--- src/rtl/seq_det_pkg.sv ---
// Shared types and helpers for the programmable serial pattern detector.
// Optional match counter is enabled by defining SEQ_DET_MATCH_CNT_EN.
package seq_det_pkg;

    typedef enum logic [1:0] {
        IDLE = 2'd0,
        FILL = 2'd1,
        HUNT = 2'd2
    } seq_det_state_t;

    // Widest pattern the mask helper can describe; the top slices it to MAX_LEN.
    localparam int unsigned SEQ_DET_MASK_W = 64;

    function automatic logic [SEQ_DET_MASK_W-1:0] len_mask(input int unsigned len);
        logic [SEQ_DET_MASK_W-1:0] m;
        m = '0;
        for (int unsigned i = 0; i < SEQ_DET_MASK_W; i++) begin
            if (i < len) m[i] = 1'b1;
        end
        return m;
    endfunction

endpackage

--- src/rtl/seq_det_sat_cnt.sv ---
// Saturating up-counter with synchronous clear; an increment on the clearing edge
// is kept so that event is not lost.
module seq_det_sat_cnt
    import seq_det_pkg::*;
#(
    parameter int unsigned CNT_W = 16
) (
    input  logic             clk,
    input  logic             rstn,
    input  logic             inc,
    input  logic             clr,
    output logic [CNT_W-1:0] cnt
);

    logic [CNT_W-1:0] cnt_q, cnt_d;

    always_comb begin
        cnt_d = cnt_q;
        if (clr) begin
            cnt_d = inc ? CNT_W'(1) : '0;
        end else if (inc && (cnt_q != '1)) begin
            cnt_d = cnt_q + CNT_W'(1);
        end
    end

    always_ff @(posedge clk or negedge rstn) begin
        if (!rstn) cnt_q <= '0;
        else       cnt_q <= cnt_d;
    end

    assign cnt = cnt_q;

endmodule

--- src/rtl/seq_pattern_detector.sv ---
// Programmable serial bit-pattern detector with overlapping/non-overlapping modes.
// Define SEQ_DET_MATCH_CNT_EN to build the saturating match counter.
module seq_pattern_detector
    import seq_det_pkg::*;
#(
    parameter int unsigned MAX_LEN = 16,
    parameter int unsigned CNT_W   = 16
) (
    input  logic                         clk,
    input  logic                         rstn,
    input  logic                         en,
    input  logic                         cfg_load,
    input  logic [MAX_LEN-1:0]           cfg_pattern,
    input  logic [$clog2(MAX_LEN+1)-1:0] cfg_len,
    input  logic                         cfg_overlap,
    input  logic                         rx_valid,
    input  logic                         rx,
    input  logic                         cnt_clr,
    output logic                         match,
    output logic [CNT_W-1:0]             match_cnt,
    output logic                         cfg_err,
    output logic                         armed
);

    localparam int unsigned LEN_W = $clog2(MAX_LEN + 1);
    localparam logic [LEN_W-1:0] LEN_ONE = LEN_W'(1);

    seq_det_state_t state_q, state_d;
    logic [MAX_LEN-1:0] hist_q, hist_d, pat_q, pat_d;
    logic [LEN_W-1:0]   fill_q, fill_d, len_q, len_d;
    logic               overlap_q, overlap_d;
    logic               cfg_ok_q, cfg_ok_d;
    logic               cfg_err_q, cfg_err_d;
    logic               match_q, match_d;

    logic [SEQ_DET_MASK_W-1:0] mask_wide;
    logic [MAX_LEN-1:0]        mask, hist_nxt;
    logic                      cfg_valid, full;

    always_comb begin
        mask_wide = len_mask(32'(len_q));
        mask      = mask_wide[MAX_LEN-1:0];
        hist_nxt  = {hist_q[MAX_LEN-2:0], rx};
        cfg_valid = (cfg_len != '0) && (32'(cfg_len) <= MAX_LEN);
        full      = (fill_q >= (len_q - LEN_ONE));

        state_d   = state_q;
        hist_d    = hist_q;
        fill_d    = fill_q;
        pat_d     = pat_q;
        len_d     = len_q;
        overlap_d = overlap_q;
        cfg_ok_d  = cfg_ok_q;
        cfg_err_d = cfg_err_q;
        match_d   = 1'b0;

        if (cfg_load) begin
            hist_d = '0;
            fill_d = '0;
            if (cfg_valid) begin
                pat_d     = cfg_pattern;
                len_d     = cfg_len;
                overlap_d = cfg_overlap;
                cfg_ok_d  = 1'b1;
                cfg_err_d = 1'b0;
                state_d   = en ? FILL : IDLE;
            end else begin
                // Old pattern is retained but not used until a good load re-arms.
                cfg_ok_d  = 1'b0;
                cfg_err_d = 1'b1;
                state_d   = IDLE;
            end
        end else if (!en) begin
            state_d = IDLE;
            hist_d  = '0;
            fill_d  = '0;
        end else begin
            case (state_q)
                IDLE: begin
                    if (cfg_ok_q) state_d = (len_q == LEN_ONE) ? HUNT : FILL;
                end
                FILL, HUNT: begin
                    if (rx_valid) begin
                        hist_d = hist_nxt;
                        if (fill_q != len_q) fill_d = fill_q + LEN_ONE;
                        if (full) begin
                            state_d = HUNT;
                            if ((hist_nxt & mask) == (pat_q & mask)) begin
                                match_d = 1'b1;
                                if (!overlap_q) begin
                                    fill_d  = '0;
                                    state_d = FILL;
                                end
                            end
                        end
                    end
                end
                default: state_d = IDLE;
            endcase
        end
    end

    always_ff @(posedge clk or negedge rstn) begin
        if (!rstn) begin
            state_q   <= IDLE;
            hist_q    <= '0;
            fill_q    <= '0;
            pat_q     <= '0;
            len_q     <= '0;
            overlap_q <= 1'b0;
            cfg_ok_q  <= 1'b0;
            cfg_err_q <= 1'b0;
            match_q   <= 1'b0;
        end else begin
            state_q   <= state_d;
            hist_q    <= hist_d;
            fill_q    <= fill_d;
            pat_q     <= pat_d;
            len_q     <= len_d;
            overlap_q <= overlap_d;
            cfg_ok_q  <= cfg_ok_d;
            cfg_err_q <= cfg_err_d;
            match_q   <= match_d;
        end
    end

    assign match   = match_q;
    assign cfg_err = cfg_err_q;
    assign armed   = (state_q == FILL) || (state_q == HUNT);

`ifdef SEQ_DET_MATCH_CNT_EN
    seq_det_sat_cnt #(
        .CNT_W (CNT_W)
    ) u_sat_cnt (
        .clk  (clk),
        .rstn (rstn),
        .inc  (match_d),
        .clr  (cnt_clr),
        .cnt  (match_cnt)
    );
`else
    logic unused_cnt_clr;
    assign unused_cnt_clr = cnt_clr;
    assign match_cnt      = '0;
`endif

endmodule

--- config.mk ---
export PLATFORM = sky130hd
export DESIGN_NAME = seq_pattern_detector
export DESIGN_NICKNAME = d
export VERILOG_FILES = /design/src/rtl/seq_det_pkg.sv /design/src/rtl/seq_det_sat_cnt.sv /design/src/rtl/seq_pattern_detector.sv
export SDC_FILE = /design/constraint.sdc
export NUM_CORES = 1
export LEC_CHECK = 0
export CAP_MARGIN = 10
export CORE_ASPECT_RATIO = 1.25
export CORE_MARGIN = 2
export CORE_UTILIZATION = 45
export DETAILED_ROUTE_END_ITERATION = 16
export GPL_ROUTABILITY_DRIVEN = 0
export PLACE_DENSITY = 0.76
export SLEW_MARGIN = 20
export SYNTH_ARGS = -nofsm -noshare
export SYNTH_HDL_FRONTEND = slang
export SYNTH_HIERARCHICAL = 1
export SYNTH_SLANG_ARGS = --single-unit
export TNS_END_PERCENT = 100
--- constraint.sdc ---
create_clock -name clk -period 2.3 [get_ports clk]
set_input_delay 0.46 -clock clk [delete_from_list [all_inputs] [get_ports clk]]
set_output_delay 0.46 -clock clk [all_outputs]
set_load 0.02 [all_outputs]
==> results of run 1 <==
registers in the layout, indices dropped and copies added, names as in the netlist:
register	flops
cfg_ok_q	1
overlap_q	1
match	1
len_q	5
state_q	2
cfg_err	1
hist_q	15
fill_q	5
pat_q	16
worst max-delay path: cells and delay by family (launching register included):
family | cells | cell delay [ns]
AOI/OAI and AO/OA | 3 | 0.59
buffers and inverters | 1 | 0.13
and+or+nand+nor | 3 | 0.93
DFF | 1 | 0.43
adders and majority gates | 1 | 0.11
area by class of cell:
class                      instances  share of cell area [%]
tap                               66                    2.48
multi-input combinational        203                    44.4
sequential                        47                    35.4
clock buffer                       6                    2.18
clock inverter                     2                   0.376
inverter                          10                    1.13
timing repair buffer              50                    14.0
routing by layer:
layer	wire, µm	vias to the layer above	global-route usage, %
met2	2880	48	27.8
met1	2310	955	22.1
li1	-	984	-
met3	156	8	2.77
met4	96	0	7.27
met5	0	-	0
what timing repair did:
item / CTS / global route
buffers inserted: 4 / 0
gates resized for setup: 8 / 16
endpoints found under the setup margin: 1 / 8
pin swaps: 6 / 9
power groups by stage:
stage / clock network, µW / logic [µW] / registers, µW
final: 482 / 655 / 982
after floorplan: 0 / 436 / 966
after global placement: 0 / 585 / 994
after CTS: 494 / 618 / 980
after global routing: 530 / 725 / 992
after detailed placement: 0 / 594 / 996
logic make-up after synthesis:
kind of cell | after synthesis | synth area share [%]
fa+ha+maj | 10 | 4.58
simple gates | 75 | 15.2
mux | 22 | 9.02
flops | 47 | 43.1
buf+inv | 38 | 7.88
compound gates | 52 | 11.1
xor+xnor | 28 | 8.98
other cells | 1 | 0.137
stage by stage:
stage | hold WS, ns | utilization, % | area, µm² | TNS, ns | cells
after global placement | 0.464 | 53.6 | 3120 | -1.62 | 372
after floorplan | 0.164 | - | 2790 | 0 | 288
after CTS | 0.262 | 55.9 | 3250 | 0 | 384
final | 0.242 | 57.2 | 3330 | 0 | 384
after global routing | 0.294 | 57.2 | 3330 | -0.238 | 384
after detailed placement | 0.471 | 53.6 | 3120 | -1.76 | 372
cell usage in the layout, fill, tap and decap left out, types with 3 or more instances in the layout:
cell type	count
mux2_1	21
inv_1	8
nor2_1	5
dfrtp_1	44
clkdlybuf4s50_1	29
a21oi_1	26
ha_1	8
dfrtp_2	3
o21ai_1	4
nand2_1	41
clkbuf_8	5
xnor2_1	20
conb_1	16
nor3_1	3
nand2b_1	4
buf_4	17
xor2_1	8
nor3_2	6
worst paths after layout:
| kind | startpoint | end | slack (ns) |
|---|---|---|---|
| max | len_q[0] | state_q[0] | 0.04 |
| min | rstn | pat_q[8] | 0.24 |
| max reg2reg | len_q[0] | state_q[0] | 0.04 |
| min reg2reg | cfg_err | cfg_err | 0.48 |
| max in group asynchronous | rstn | len_q[4] | 1.64 |
| min in group clk | cfg_err | cfg_err | 0.48 |
==> flow_metrics.tcl, run 1 <==
set metrics [dict create \
    async_flop_share_pct 100 \
    drt-pass1-iter-count 4 \
    fmax_ghz 0.442 \
    grt_max_degree 48 \
    skew_ns 0.00470 \
    pre_cts_slack_ns -0.258 \
    clock_path_buffers 2 \
    period_needed_ns 2.26 \
    power.internal_uw 1430 \
    synth_seq_cells 47 \
    p_leak_uw 0.00139 \
    clock_tree.root_cell "clkbuf_8" \
    cts-buffers-inserted 5 \
    clock-sinks 47 \
    period_share_pct 98.3 \
    wl_um 5450 \
    num_rows 31 \
    io_buffers 30 \
    worstPathCellList "buf_6 > ha_4 > nor4b_4 > o221ai_2 > nor2b_2 > or4b_4 > o32a_1 > o21bai_1" \
    grt_first_pass_wirelength_um 9000 \
    cap_violations 0 \
    seq_area_frac_synth_pct 43.1 \
    seqCellArea_um2 1180 \
    fp.dieH_um 91.1 \
    synth_top_cell_by_area "dfrtp_1" \
    tightestPinTransition_ns 0.583 \
    reg2reg_depth 8 \
    yosysTopAreaCellShare_pct 43.1 \
    multiInputGateArea_um2 1480 \
    ioPinCount 48 \
    synth_most_common_cell "dfrtp_1" \
    nNetsFinal 356 \
    min_path_type "in -> async" \
    drtAntennaViolNets 0 \
    postCtsHoldBufs 0 \
    cp.required_ns 2.53 \
    overflow 0 \
    first_global_vias 1965 \
    synth_flop_cell "dfrtp_1" \
    rsz0062_at_grt "yes" \
    slew_headroom_pct 61.1 \
    vias 1995 \
    drt-wirelength-per-cell_um 14.2 \
    critPathLaunchType "flop" \
    finalHoldViolations 0 \
    finalPower_uw 2120 \
    crit_path_top_delay_cell "or4b_4" \
    syn_area_per_cell_um2 10.0 \
    core_region_area_um2 5820 \
    die_area_um2 6710 \
    dp_hpwl_um 3930 \
    drv_slew 0 \
    cts_tree "done" \
    diodes 0 \
    initial_core_util_pct 46.9 \
    yosysUniqueCellTypes 44 \
    critPathCaptureType "flop" \
    slowest_delay_ns 0.53 \
    final-setup-viol-count 0 \
    clockPowerShare_pct 22.8 \
    netlist_instances 273 \
    swShare_pct 32.5 \
    outcome "finished clean" \
    path_clk_slew_ns 0.08 \
    drc 0 \
    fillers 477 \
    clk_latency_ns 0.30 \
    yosysWarnings 6 \
    synth_edf_count 0 \
    die-width_um 73.7 \
    setup_slack_ns 0.0391 \
    seqPwrFrac_pct 46.3 \
    final_layout_size_suffix_gt1_share_pct 17.6 \
    drt_iter0_markers 55 \
    syn_area_um2 2730 \
    share_comb_of_total_power_pct 30.9 \
    powerDensity_nw_per_um2 636 \
    track_usage_pct 17.1 \
    ir_worst_vdd_uv 414 \
    synthTopCellsByArea "dfrtp_1 (43%), mux2_1 (8.7%), xnor2_1 (6.4%), nand2_1 (5.6%), a21oi_1 (5.1%)" \
    area_delta_synth_final_pct 21.9 \
    detail_route.vias_per_cell 5.20 \
    grt_antenna_before_repair 0 \
    worst_ep_arrival_time_ns 2.49 \
    cp_max_fo 4 \
    synth_commonest_cells "dfrtp_1 (47), nand2_1 (41), a21oi_1 (28), mux2_1 (21), xnor2_1 (20)" \
    htree_levels 2 \
    power_switching_uw 689 \
    worstSetupPathType "reg -> reg" \
]
No activity file was read; power rests on OpenSTA's default activity.
==> run 2: changes to the inputs <==
CTS_CLUSTER_SIZE = 40   (was not set)
==> results of run 2 <==
No change in the layout: final DEF, timing and power equal those of run 1.
==> RTL edit 1 (flow settings as in run 2) <==
Set the parameter `MAX_LEN` to 32 (it was 16).
--- a/src/rtl/seq_pattern_detector.sv
+++ b/src/rtl/seq_pattern_detector.sv
@@ -3,7 +3,7 @@
 module seq_pattern_detector
     import seq_det_pkg::*;
 #(
-    parameter int unsigned MAX_LEN = 16,
+    parameter int unsigned MAX_LEN = 32,
     parameter int unsigned CNT_W   = 16
 ) (
     input  logic                         clk,
Interface: changed (resized cfg_len and cfg_pattern); port bits go from 48 to 65. No check against the original RTL was run, so the function may have changed too.
==> RTL edit 1 against run 2 <==
The flow now finishes with violations (setup timing); power rose by 120%; clock power rose to 3.4 times the old value; routed wire length rose by 93%; sequential cell count rose by 34; synthesized area rose by 61%; cell area rose by 74%; non-clock buffer count rose by 51; worst setup slack got worse by 0.31 ns; critical endpoint unchanged.
==> RTL edit 1: results (changes against run 2) <==
| Metric | Value |
|---|---|
| Cts repair resizes | `5 (-3)` |
| Share of synthesized flip-flops with an asynchronous set or reset | `100% (unchanged)` |
| Final #Nets | `591 (+66%)` |
| Vias | `3,516 (+76%)` |
| Yosys cell types | `53 (+20%)` |
| Top cells by count, synth | `81 x dfrtp_1, 74 x nand2_1, 43 x a21oi_1` |
| Crit path from | `len_q[1]$_DFFE_PN0P_` |
| Synth Area in Adders | `3.41% (-1.2 points)` |
| Worst-skew pair later-pin latency | `0.34 ns (+0.04 ns)` |
| HP Class | `input pin to asynchronous set/reset pin` |
| CP arrival | `2.82 ns (+0.33 ns)` |
| Fin worst setup slack | `-0.267 ns (-0.306 ns)` |
| WL final | `10,500 microns (+93%)` |
| DRT Pass-1 Iters | `4 (unchanged)` |
| Regs by FF count | `pat_q x32, hist_q x31` |
| Sw frac | `30.2% (-2.3 points)` |
| Input/output buffers | `47 (+57%)` |
| CP max-delay cell | `dfrtp_2` |
| Post-DP HPWL | `7320 microns (+86%)` |
| Postcts setup bufs | `2 (-2)` |
| Rel. slew slack | `57.2% (-3.9 points)` |
| Failing checks | `setup timing` |
| Synth Area in Compound Gates | `13.4% (+2.2 points)` |
| CP max FO | `3 (-1)` |
| # H-tree levels | `3 (+1)` |
| Synth Area in XOR/XNOR | `9.15% (+0.17 points)` |
| Max Root-Sink Buffers | `2 (unchanged)` |
| Setup-failing EPs final | `8 (+8)` |
| Layout cells sized above 1 | `25.1% (+7.5 points)` |
| Number of global-route vias before repair | `3,672 (+87%)` |
| CP max stage delay | `0.44 ns (-0.09 ns)` |
| Worst-path clk slew | `0.06 ns (-0.02 ns)` |
| Cts bufs inserted | `9 (+4)` |
| Yosys warns | `6 (unchanged)` |
| Grt ovf | `0 (unchanged)` |
| Initial antenna violation count | `0 (unchanged)` |
| Worst IR Drop VDD | `0.000414 V (about the same)` |
| LEAKAGE | `2.52 nW (+81%)` |
| R2R depth | `10 (+2)` |
| Largest net degree at the start of global routing | `49 (+2.1%)` |
| Mux contribution to synthesized area | `9.71% (+0.69 points)` |
| Detailed Route Iter0 Violations | `217 (+290%)` |
| CP Capture Point | `state_q[0]$_DFFE_PN0P_` |
| First-pass GRT wire length | `17,100 microns (+90%)` |
| CTS root buf | `clkbuf_16` |
| Clock Skew | `0.00692 ns (+0.00222 ns)` |
| Sequential area share after synthesis | `46.0% (+2.9 points)` |
| Synth area leaders | `dfrtp_1 46%, mux2_2 9.7%, nand2_1 6.3%` |
| Status | `complete, but fails checks` |
| GRT Resource Usage Total | `20.6% (+3.6 points)` |
[RTL edit 1: logic make-up (layout without fill, tap and decap cells)]
| kind of cell | Yosys count | count (layout) |
|---|---|---|
| and+or+nand+nor | 120 | 120 |
| AOI/OAI and AO/OA | 98 | 98 |
| DFF | 81 | 81 |
| xor gates and xnor gates | 46 | 46 |
| buffers and inverters | 46 | 127 |
| muxes | 38 | 38 |
| adders and majority gates | 12 | 12 |
| other | 1 | 16 |
[RTL edit 1: critical path, delay by kind of cell, from the launching register on]
family          cells  cell delay [ns]
fa+ha+maj           1             0.14
simple gates        4             1.01
buf+inv             1             0.07
flops               1             0.44
compound gates      4             0.83
[RTL edit 1: power by group through the flow]
stage	sequential, mW	combinational, mW	clock (mW)
2_1_floorplan	1.67	0.832	0
3_3_place_gp	1.70	1.27	0
3_5_place_dp	1.71	1.31	0
4_1_cts	1.68	1.34	1.67
5_1_grt	1.70	1.53	1.72
6_report	1.68	1.40	1.64
[RTL edit 1: how the worst min path moves through the flow]
stage / startpoint / to / slack (ns) / cells after the start
final: rstn / hist_q[0]$_DFFE_PN0P_ / 0.15 / 1
after global placement: cfg_err$_DFFE_PN0P_ / cfg_err$_DFFE_PN0P_ / 0.47 / 1
after floorplan: rstn / cfg_err$_DFFE_PN0P_ / 0.16 / 0
after global routing: rstn / pat_q[1]$_DFFE_PN0P_ / 0.21 / 1
after detailed placement: cfg_err$_DFFE_PN0P_ / cfg_err$_DFFE_PN0P_ / 0.48 / 1
after CTS: rstn / pat_q[11]$_DFFE_PN0P_ / 0.16 / 1
[RTL edit 1: area by class of cell]
cell class | instances | area, sq um
fill | 749 | 3760
multi-input combinational | 330 | 2290
sequential | 81 | 2030
timing repair buffer | 101 | 940
clock buffer | 11 | 243
tap | 126 | 158
clock inverter | 5 | 103
inverter | 10 | 40.0
[RTL edit 1: per-layer routing]
| metal | part of all wire, % | GRT usage, % |
|---|---|---|
| met1 | 40 | 22.9 |
| met2 | 54 | 36.8 |
| met3 | 4.3 | 5.20 |
| met4 | 1.9 | 9.65 |
| met5 | 0 | 0 |
[RTL edit 1: metrics by stage]
stage | worst slack (ns) | total power [mW] | area (sq um) | std cells | TNS [ns]
2_1_floorplan | -0.131 | 2.50 | 4490 | 457 | -0.322
3_3_place_gp | -0.255 | 2.97 | 5290 | 640 | -11.17
3_5_place_dp | -0.294 | 3.02 | 5290 | 640 | -12.21
4_1_cts | -0.248 | 4.69 | 5670 | 658 | -1.75
5_1_grt | -0.423 | 4.94 | 5800 | 664 | -3.01
6_report | -0.267 | 4.72 | 5800 | 664 | -1.75
==> RTL edit 2 (flow settings as in run 2) <==
Made on the original files. The 3 states of `seq_det_state_t` get a one-hot encoding in 3 bits.
--- a/src/rtl/seq_det_pkg.sv
+++ b/src/rtl/seq_det_pkg.sv
@@ -2,10 +2,10 @@
 // Optional match counter is enabled by defining SEQ_DET_MATCH_CNT_EN.
 package seq_det_pkg;
 
-    typedef enum logic [1:0] {
-        IDLE = 2'd0,
-        FILL = 2'd1,
-        HUNT = 2'd2
+    typedef enum logic [2:0] {
+        IDLE = 3'b001,
+        FILL = 3'b010,
+        HUNT = 3'b100
     } seq_det_state_t;
 
     // Widest pattern the mask helper can describe; the top slices it to MAX_LEN.
Behaviour: same outputs for any inputs over 4 cycles, from zero or initial values and one cycle with rstn low; so few cycles prove little.
==> RTL edit 2 against run 2 <==
Worst hold slack improved by 0.017 ns; power down 0.72%; routed wire length is 6.6% lower; synthesized area is 0.37% higher; die area increased by 0.35%; critical path depth down 5; cell area is 1.1% lower; worst setup slack better by 0.076 ns; utilization fell by 1.0 points; sequential cell count grew 1; critical path type is now flop to output pin; largest cell class unchanged.
==> RTL edit 2: results (changes against run 2) <==
| Metric | Value |
|---|---|
| DP Cell Count | `357 (-4.0%)` |
| GRT Resource Usage Total | `16.5% (-0.57 points)` |
| Slew @ Worst Pin | `0.837 ns (+0.254 ns)` |
| Max Root-Sink Buffers | `2 (unchanged)` |
| Worst-skew pair later-pin latency | `0.29 ns` |
| Flop-to-flop setup slack | `0.12 ns (+0.08 ns)` |
| Synth Area in Adders | `3.65% (-0.93 points)` |
| CP arrival | `1.72 ns (-0.77 ns)` |
| Post-DP HPWL | `3740 microns (-4.8%)` |
| Crit path from | `state_q[1]$_DFFE_PN0P_` |
| Reg2reg start | `len_q[1]$_DFFE_PN0P_` |
| Share of synthesized flip-flops with an asynchronous set or reset | `100% (unchanged)` |
| Worst-path clk slew | `0.09 ns` |
| Layout cells sized above 1 | `23.3% (+5.7 points)` |
| Worst r2r dst | `fill_q[1]$_DFFE_PN0P_` |
| # H-tree levels | `2 (unchanged)` |
| Cts bufs inserted | `5 (unchanged)` |
| Number of global-route vias before repair | `1,862 (-5.2%)` |
| Vias | `1,880 (-5.8%)` |
| Synth Area in XOR/XNOR | `9.27% (+0.29 points)` |
| Antenna cell count | `0 (unchanged)` |
| Vias/cell | `5.09 (-1.9%)` |
| CP max FO | `3 (-1)` |
| Sequential area share after synthesis | `43.9% (+0.80 points)` |
| Input/output buffers | `30 (unchanged)` |
| Final #Nets | `324 (-9.0%)` |
| Syn Inst Count | `243 (-11%)` |
| Met1 Resource Use GR | `23.7% (+1.7 points)` |
| CP delay by family, top | `buffers and inverters` |
| Met3 Usage GRT | `2.77% (unchanged)` |
| DRT Pass-1 Iters | `4 (unchanged)` |
| LEAKAGE | `1.44 nW (+3.6%)` |
| Top cells by count, synth | `47 x dfrtp_1, 19 x buf_4, 18 x xnor2_1` |
| CP max-delay cell | `clkdlybuf4s50_1` |
| Mux contribution to synthesized area | `9.40% (+0.38 points)` |
| R2R depth | `8 (unchanged)` |
| Largest register FFs | `16 (unchanged)` |
| CTS root buf | `clkbuf_8` |
| First-pass GRT wire length | `8740 microns (-2.8%)` |
| Die width | `73.8 microns (+0.17%)` |
| Largest net degree at the start of global routing | `40 (-17%)` |
| Initial antenna violation count | `0 (unchanged)` |
| Status | `finished clean` |
| CP max stage delay | `0.60 ns (+0.07 ns)` |
| Synth area leaders | `dfrtp_1 43%, mux2_2 6.6%, xnor2_1 5.8%` |
| Clock Skew | `0.00504 ns (+0.000343 ns)` |
| Regs by FF count | `pat_q x16, hist_q x15` |
| Worst IR Drop VDD | `0.000436 V (+5.5%)` |
| Yosys cell types | `51 (+16%)` |
| Detailed Route Iter0 Violations | `98 (+78%)` |
| Synth Area in Compound Gates | `15.0% (+3.8 points)` |
| WL final | `5090 microns (-6.6%)` |
| HP Class | `input pin to asynchronous set/reset pin` |
| Met2 global-route usage | `24.7% (-3.1 points)` |
[RTL edit 2: worst max path at each step]
| stage | to | depth (start not counted) |
|---|---|---|
| 5_1_grt | fill_q[0]$_DFFE_PN0P_ | 8 |
| 3_5_place_dp | pat_q[7]$_DFFE_PN0P_ | 7 |
| 4_1_cts | fill_q[4]$_DFFE_PN0P_ | 7 |
| 2_1_floorplan | state_q[1]$_DFFE_PN0P_ | 9 |
| 3_3_place_gp | pat_q[11]$_DFFE_PN0P_ | 7 |
| 6_report | armed | 3 |
[RTL edit 2: layer usage]
metal,vias to the layer above,part of all wire (%)
met5,-,0
met4,0,1.7
met3,7,2.8
met2,37,49
met1,912,47
li1,924,-
[RTL edit 2: report_power, final]
part	switching, mW	internal (mW)
Sequential	0.0802	0.924
Combinational	0.281	0.302
Clock	0.276	0.240
[RTL edit 2: stage by stage]
step / worst slack [ns] / cell area [sq um] / power, mW / TNS (ns) / hold WS [ns]
finish: 0.115 / 3290 / 2.10 / 0 / 0.259
global placement: 0.0275 / 3120 / 1.55 / 0 / 0.480
detailed placement: -0.0112 / 3120 / 1.56 / -0.0112 / 0.483
floorplan: 0.107 / 2800 / 1.41 / 0 / 0.164
CTS: 0.0117 / 3210 / 2.08 / 0 / 0.288
global route: -0.0327 / 3290 / 2.23 / -0.0772 / 0.328
[RTL edit 2: repair_timing]
item | 4_1_cts | 5_1_grt
gates resized for setup | 0 | 11
endpoints found under the setup margin | 0 | 8
buffers inserted | 0 | 5
[RTL edit 2: final cells by class]
cell class / instances / area, sq um
clock buffer: 6 / 82.6
clock inverter: 1 / 8.76
fill: 505 / 2560
inverter: 9 / 33.8
multi-input combinational: 175 / 1400
sequential: 48 / 1200
tap: 82 / 103
timing repair buffer: 48 / 459
